[src/rtl/lc3_operand_fetch.sv]
`default_nettype none
// ============================================================================
// Module      : lc3_operand_fetch
// Description : LC-3 operand fetch / issue stage ahead of the ALU, with an
//               8x16 register file, writeback port and pending scoreboard.
// Revision    : 1.0 - initial release
// ============================================================================
module lc3_operand_fetch #(
    parameter int NREGS = 8,
    parameter int WIDTH = 16
) (
    input  logic             clk,
    input  logic             rst_n,
    input  logic             in_valid,
    input  logic [15:0]      in_instr,
    output logic             in_ready,
    output logic             out_valid,
    input  logic             out_ready,
    output logic [WIDTH-1:0] out_ra,
    output logic [WIDTH-1:0] out_rb,
    output logic [1:0]       out_alu_control,
    output logic [5:0]       out_ir,
    output logic [2:0]       out_dr,
    input  logic             wb_en,
    input  logic [2:0]       wb_dr,
    input  logic [WIDTH-1:0] wb_data,
    output logic             illegal_op
);

    localparam logic [3:0] c_OP_ADD  = 4'b0001;
    localparam logic [3:0] c_OP_AND  = 4'b0101;
    localparam logic [3:0] c_OP_NOT  = 4'b1001;
    localparam logic [1:0] c_CTL_PASS = 2'b00;
    localparam logic [1:0] c_CTL_ADD  = 2'b01;
    localparam logic [1:0] c_CTL_AND  = 2'b10;
    localparam logic [1:0] c_CTL_NOT  = 2'b11;

    logic [WIDTH-1:0] r_regFile [NREGS];
    logic [NREGS-1:0] r_pending;
    logic             r_outValid;
    logic [WIDTH-1:0] r_outRa;
    logic [WIDTH-1:0] r_outRb;
    logic [1:0]       r_outCtl;
    logic [5:0]       r_outIr;
    logic [2:0]       r_outDr;
    logic             r_illegalOp;

    logic             w_legal;
    logic [1:0]       w_aluCtl;
    logic [2:0]       w_sr1;
    logic [2:0]       w_sr2;
    logic [2:0]       w_dr;
    logic             w_useSr2;
    logic [NREGS-1:0] w_wbMask;
    logic [NREGS-1:0] w_setMask;
    logic [NREGS-1:0] w_busy;
    logic             w_hazard;
    logic             w_accept;
    logic             w_issue;
    logic [WIDTH-1:0] w_raData;
    logic [WIDTH-1:0] w_rbData;

    assign w_sr1 = in_instr[8:6];
    assign w_sr2 = in_instr[2:0];
    assign w_dr  = in_instr[11:9];

    always_comb begin
        w_legal  = 1'b1;
        w_aluCtl = c_CTL_PASS;
        case (in_instr[15:12])
            c_OP_ADD: w_aluCtl = c_CTL_ADD;
            c_OP_AND: w_aluCtl = c_CTL_AND;
            c_OP_NOT: w_aluCtl = c_CTL_NOT;
            default:  w_legal  = 1'b0;
        endcase
    end

    assign w_useSr2 = w_legal & (w_aluCtl != c_CTL_NOT) & ~in_instr[5];

    // A register whose writeback lands this cycle no longer blocks issue.
    assign w_wbMask  = wb_en ? ({{(NREGS-1){1'b0}}, 1'b1} << wb_dr) : '0;
    assign w_setMask = w_issue ? ({{(NREGS-1){1'b0}}, 1'b1} << w_dr) : '0;
    assign w_busy    = r_pending & ~w_wbMask;

    assign w_hazard = in_valid & w_legal &
                      (w_busy[w_sr1] | (w_useSr2 & w_busy[w_sr2]) | w_busy[w_dr]);

    assign in_ready = (~r_outValid | out_ready) & ~w_hazard;
    assign w_accept = in_valid & in_ready;
    assign w_issue  = w_accept & w_legal;

    assign w_raData = (wb_en && wb_dr == w_sr1) ? wb_data : r_regFile[w_sr1];
    assign w_rbData = (wb_en && wb_dr == w_sr2) ? wb_data : r_regFile[w_sr2];

    always_ff @(posedge clk or negedge rst_n) begin
        if (!rst_n) begin
            for (int i = 0; i < NREGS; i++) begin
                r_regFile[i] <= '0;
            end
            r_pending   <= '0;
            r_outValid  <= 1'b0;
            r_outRa     <= '0;
            r_outRb     <= '0;
            r_outCtl    <= c_CTL_PASS;
            r_outIr     <= '0;
            r_outDr     <= '0;
            r_illegalOp <= 1'b0;
        end else begin
            r_illegalOp <= w_accept & ~w_legal;
            // Set after clear: an issue to the register being written keeps it pending.
            r_pending   <= (r_pending & ~w_wbMask) | w_setMask;
            if (wb_en) begin
                r_regFile[wb_dr] <= wb_data;
            end
            if (w_issue) begin
                r_outValid <= 1'b1;
                r_outRa    <= w_raData;
                r_outRb    <= w_rbData;
                r_outCtl   <= w_aluCtl;
                r_outIr    <= in_instr[5:0];
                r_outDr    <= w_dr;
            end else if (r_outValid && out_ready) begin
                r_outValid <= 1'b0;
            end
        end
    end

    assign out_valid       = r_outValid;
    assign out_ra          = r_outRa;
    assign out_rb          = r_outRb;
    assign out_alu_control = r_outCtl;
    assign out_ir          = r_outIr;
    assign out_dr          = r_outDr;
    assign illegal_op      = r_illegalOp;

endmodule
`default_nettype wire

[config.mk]
export PLATFORM = sky130hd
export DESIGN_NAME = lc3_operand_fetch
export DESIGN_NICKNAME = d
export VERILOG_FILES = /design/src/rtl/lc3_operand_fetch.sv
export SDC_FILE = /design/constraint.sdc
export NUM_CORES = 1
export LEC_CHECK = 0
export ABC_AREA = 1
export BUFFER_PORTS_ARGS = -buffer_cell sky130_fd_sc_hd__buf_2
export CAP_MARGIN = 0
export CORE_MARGIN = 2
export CORE_UTILIZATION = 60
export DETAILED_ROUTE_END_ITERATION = 6
export PLACE_DENSITY = 0.8
export SYNTH_ARGS = -nofsm -noshare
export SYNTH_HDL_FRONTEND = slang
export SYNTH_SLANG_ARGS = --single-unit
[constraint.sdc]
create_clock -name clk -period 1.8 [get_ports clk]
set_clock_uncertainty 0.2 [all_clocks]
set_input_delay 0.18 -clock clk [delete_from_list [all_inputs] [get_ports clk]]
set_output_delay 0.18 -clock clk [all_outputs]
set_load 0.01 [all_outputs]
==> summary.md <==
| Metric | Value |
|---|---|
| DR DRC count | 3 |
| Gpl congestion | between 0.9 and 1 |
| Met3 usage | 6.96% |
| Max incr delay on CP | approximately 0.43 ns |
| Starting Density | 61.0% |
| Leak Pwr | between 6 and 7 nW |
| Min-Delay Path Class | in2reg |
| Worst Setup SP | r_pending[2]$_DFF_PN0_ |
| Congestion Overflow GR | 0 |
| FP Rows | between 40 and 50 |
| Via count | roughly 10,000 |
| Fin crit share | 120% |
| Net Count, Synth | roughly 1,400 |
| Layout cells sized above 1 | 17.7% |
| Relative slew slack | between 50% and 60% |
| Die H | 131 um |
| Grt met2 use | 57.9% |
| Final Instance Area | about 0.012 mm^2 |
| First-pass GRT wire length | roughly 50,000 um |
| Area Overhead vs Synth | 25.1% |
| Commonest non-fill, non-tap cell in the layout | nand2_1 |
| Synth Cell Area | about 0.0097 mm^2 |
| Reg2Reg Depth | 11 |
| Critical Path End Type | output port |
| Worst Path Required | ~1.4 ns |
| Fraction of registers with async set/reset | 100% |
| Power Dens Cells | between 1000 and 1500 mW/mm^2 |
| Post-synth EDFFs | 0 |
| Cells after Synth | ~1,300 |
| First-iteration detailed-routing DRC count | ~1,600 |
| Sw Ratio | 33.6% |
| Nets | between 1,500 and 2,000 |
| Avg Synthesized Cell Area | ~7.3 um^2 |
| Tightest Pin Transition | approximately 0.64 ns |
| Worst reg2reg setup slack | -0.03 ns |
| Post-route ant nets | 0 |
| Fin Setup TNS | -0.509 ns |
| CP Max Fanout | 4 |
| Setup violations, final | 14 |
| Status | finished, violations left |
| Number of CTS-inserted buffers | 17 |
| Fmax | roughly 460 MHz |
| Clock sinks | ~180 |
| Core area | 0.0158 mm^2 |
| Initial DRT Pass Iterations | 7 |
| Largest net degree at the start of global routing | 45 |
| Worst flop-to-flop path startpoint | r_pending[2]$_DFF_PN0_ |
| Top cell by count, worst path | nand2_1 |
| Synth cell types | 25 |
| DIE WIDTH | about 130 um |
| Most frequent cells in the layout | nand2_1 (367), o21ai_0 (292), dfrtp_1 (181) |
| Max-cap viol count | 0 |
| Final hold viol count | 0 |
| Minimum clock period | 2.15 ns |
| DR vias/cell | between 6 and 7 |
| Worst-path clk slew | roughly 0.080 ns |
| Crit path kind | reg2out |
| IO Port Bufs | 85 |
| # IOs | between 80 and 90 |
| #FFs+latches synth | between 150 and 200 |
| Switching pwr | 4.17 mW |
| Sequential power share | about 44% |
| Fin worst setup slack | -0.354 ns |
| Tot GR Track Use | 38.0% |
| Ys flop type | dfrtp_1 |
| Power share of the clock group | 32.2% |
| RSZ-0062 raised after global routing | yes |
| Combinational Power Share | 23.6% |
| CP Launch Type | flop |
| Ys Warns | 0 |
| Worst Hold Launch | in_instr[9] |
| Failing checks | DRC, setup timing |
| WP data arrival | between 1.5 and 2 ns |
| CTS Buffer Depth | 2 |
| DP Wirelength | about 20,000 um |
| Vias in the first global route | ~9,500 |
| Filler cells | about 1,200 |
| Critical Path Sink | in_ready |
| Worst r2r dst | out_rb[2]$_DFFE_PN0P_ |
| Initial antenna violation count | 0 |
| Clk_lat worst skew | ~0.44 ns |
| Slew Limit Fails | 0 |
| Number of diodes | 0 |
| CTS tree | done |
| Die ar. | 0.0171 mm^2 |
| Wire per inst | around 19 um |
| Layer with the highest usage | met2 |
| Seq/Total Area, Yosys | 46.9% |
| Routed WL | approximately 32,000 um |
| Max H-tree Level | 4 |
| Max stage delay cell, worst path | dfrtp_1 |
| Global-route met1 utilization | between 50% and 60% |
| Internal power | between 8 and 9 mW |
| DP Area | between 0.01 and 0.015 mm^2 |
| CP cell instances | nand3_1, nand3_2, nand2_1, nand2_1, nand2_1, nand2_2, nor2_4, inv_1, a21oi_2, buf_2 |
| VDD IR max | 0.000725 V |
| Clock root cell | clkbuf_16 |
==> routing by layer <==
metal | vias to the layer above | routed length, um
met3 | 135 | 3220
met5 | - | 0
met2 | 681 | 14400
met4 | 0 | 1700
li1 | 4748 | -
met1 | 4868 | 12500
==> cells in the mapped netlist (2+ instances only) <==
cell      instances  area (um^2)
nand2_1         372         1400
o21ai_0         293         1470
dfrtp_1         181         4530
nor2_1          154          578
clkbuf_1         78          293
o22ai_1          64          400
nand4_1          51          319
inv_1            41          154
nand3_1          38          190
buf_2            14         70.1
nand2_2           7         43.8
a21oi_1           6         30.0
inv_2             6         22.5
buf_6             5         56.3
nor2_2            4         25.0
buf_1             2         7.51
clkinv_1          2         7.51
==> cell type report <==
type / instances / area (um^2) / share of cell area [%]
clock inverter: 15 / 216 / 1.79
sequential: 181 / 4530 / 37.5
timing repair buffer: 225 / 1880 / 15.5
inverter: 49 / 184 / 1.52
multi-input combinational: 997 / 4580 / 37.9
tap: 216 / 270 / 2.24
clock buffer: 17 / 425 / 3.52
==> cells by family (layout without fill, tap and decap cells) <==
family	after synthesis	in the layout	share of synthesized area [%]
AO/OA/AOI/OAI	365	365	19.8
flip-flops	181	181	46.9
buffers and inverters	148	306	6.32
XOR/XNOR	1	1	0.0907
AND/OR/NAND/NOR	631	631	26.9
==> worst min path at each step <==
stage,to,slack (ns),cells after the start
after floorplan,illegal_op$_DFF_PN0_,-0.32,0
after global placement,r_regFile[18]$_DFFE_PN0P_,-0.06,1
after detailed placement,r_regFile[3]$_DFFE_PN0P_,-0.06,1
after CTS,r_pending[0]$_DFF_PN0_,0.009,6
after global routing,out_ir[1]$_DFFE_PN0P_,0.04,4
final,r_pending[0]$_DFF_PN0_,0.03,6
==> registers in the layout, summed over array words and instances, names as in the netlist <==
register,flops
out_dr,3
r_regFile,128
r_pending,8
out_ir,6
out_alu_control,2
out_ra,16
illegal_op,1
out_rb,16
out_valid,1
==> power groups by stage <==
stage	Clock, mW	Sequential [mW]	Combinational (mW)
2_1_floorplan	0	5.50	1.54
3_3_place_gp	0	5.49	2.66
3_5_place_dp	0	5.50	2.75
4_1_cts	4.00	5.45	2.85
5_1_grt	4.20	5.57	3.28
6_report	4.00	5.48	2.93
==> through the flow <==
step | power [mW] | utilization (%) | setup slack, ns | instances | hold WS [ns]
final | 12.4 | 76.3 | -0.354 | 1700 | 0.0329
after global routing | 13.0 | 76.3 | -0.480 | 1700 | 0.0419
after CTS | 12.3 | 75.6 | -0.336 | 1697 | 0.00852
after detailed placement | 8.25 | 69.4 | -0.353 | 1634 | -0.0555
after global placement | 8.15 | 69.4 | -0.298 | 1634 | -0.0564
after floorplan | 7.04 | - | 0.00374 | 1326 | -0.316
==> what timing repair did <==
item                       CTS  global route
resized for setup           10            17
pin swaps                    3             1
gates cloned                 0             2
hold buffers                28             0
setup endpoints to repair   41            52
buffers inserted             3             1
hold endpoints to repair   290             0
==> critical path: cells and delay by family, from the launching register on <==
kind	cells	cell delay, ns
flip-flops	1	0.43
buffers and inverters	2	0.19
AND/OR/NAND/NOR	7	0.62
AO/OA/AOI/OAI	1	0.10
Note: power is estimated with default switching activity, not from simulation.
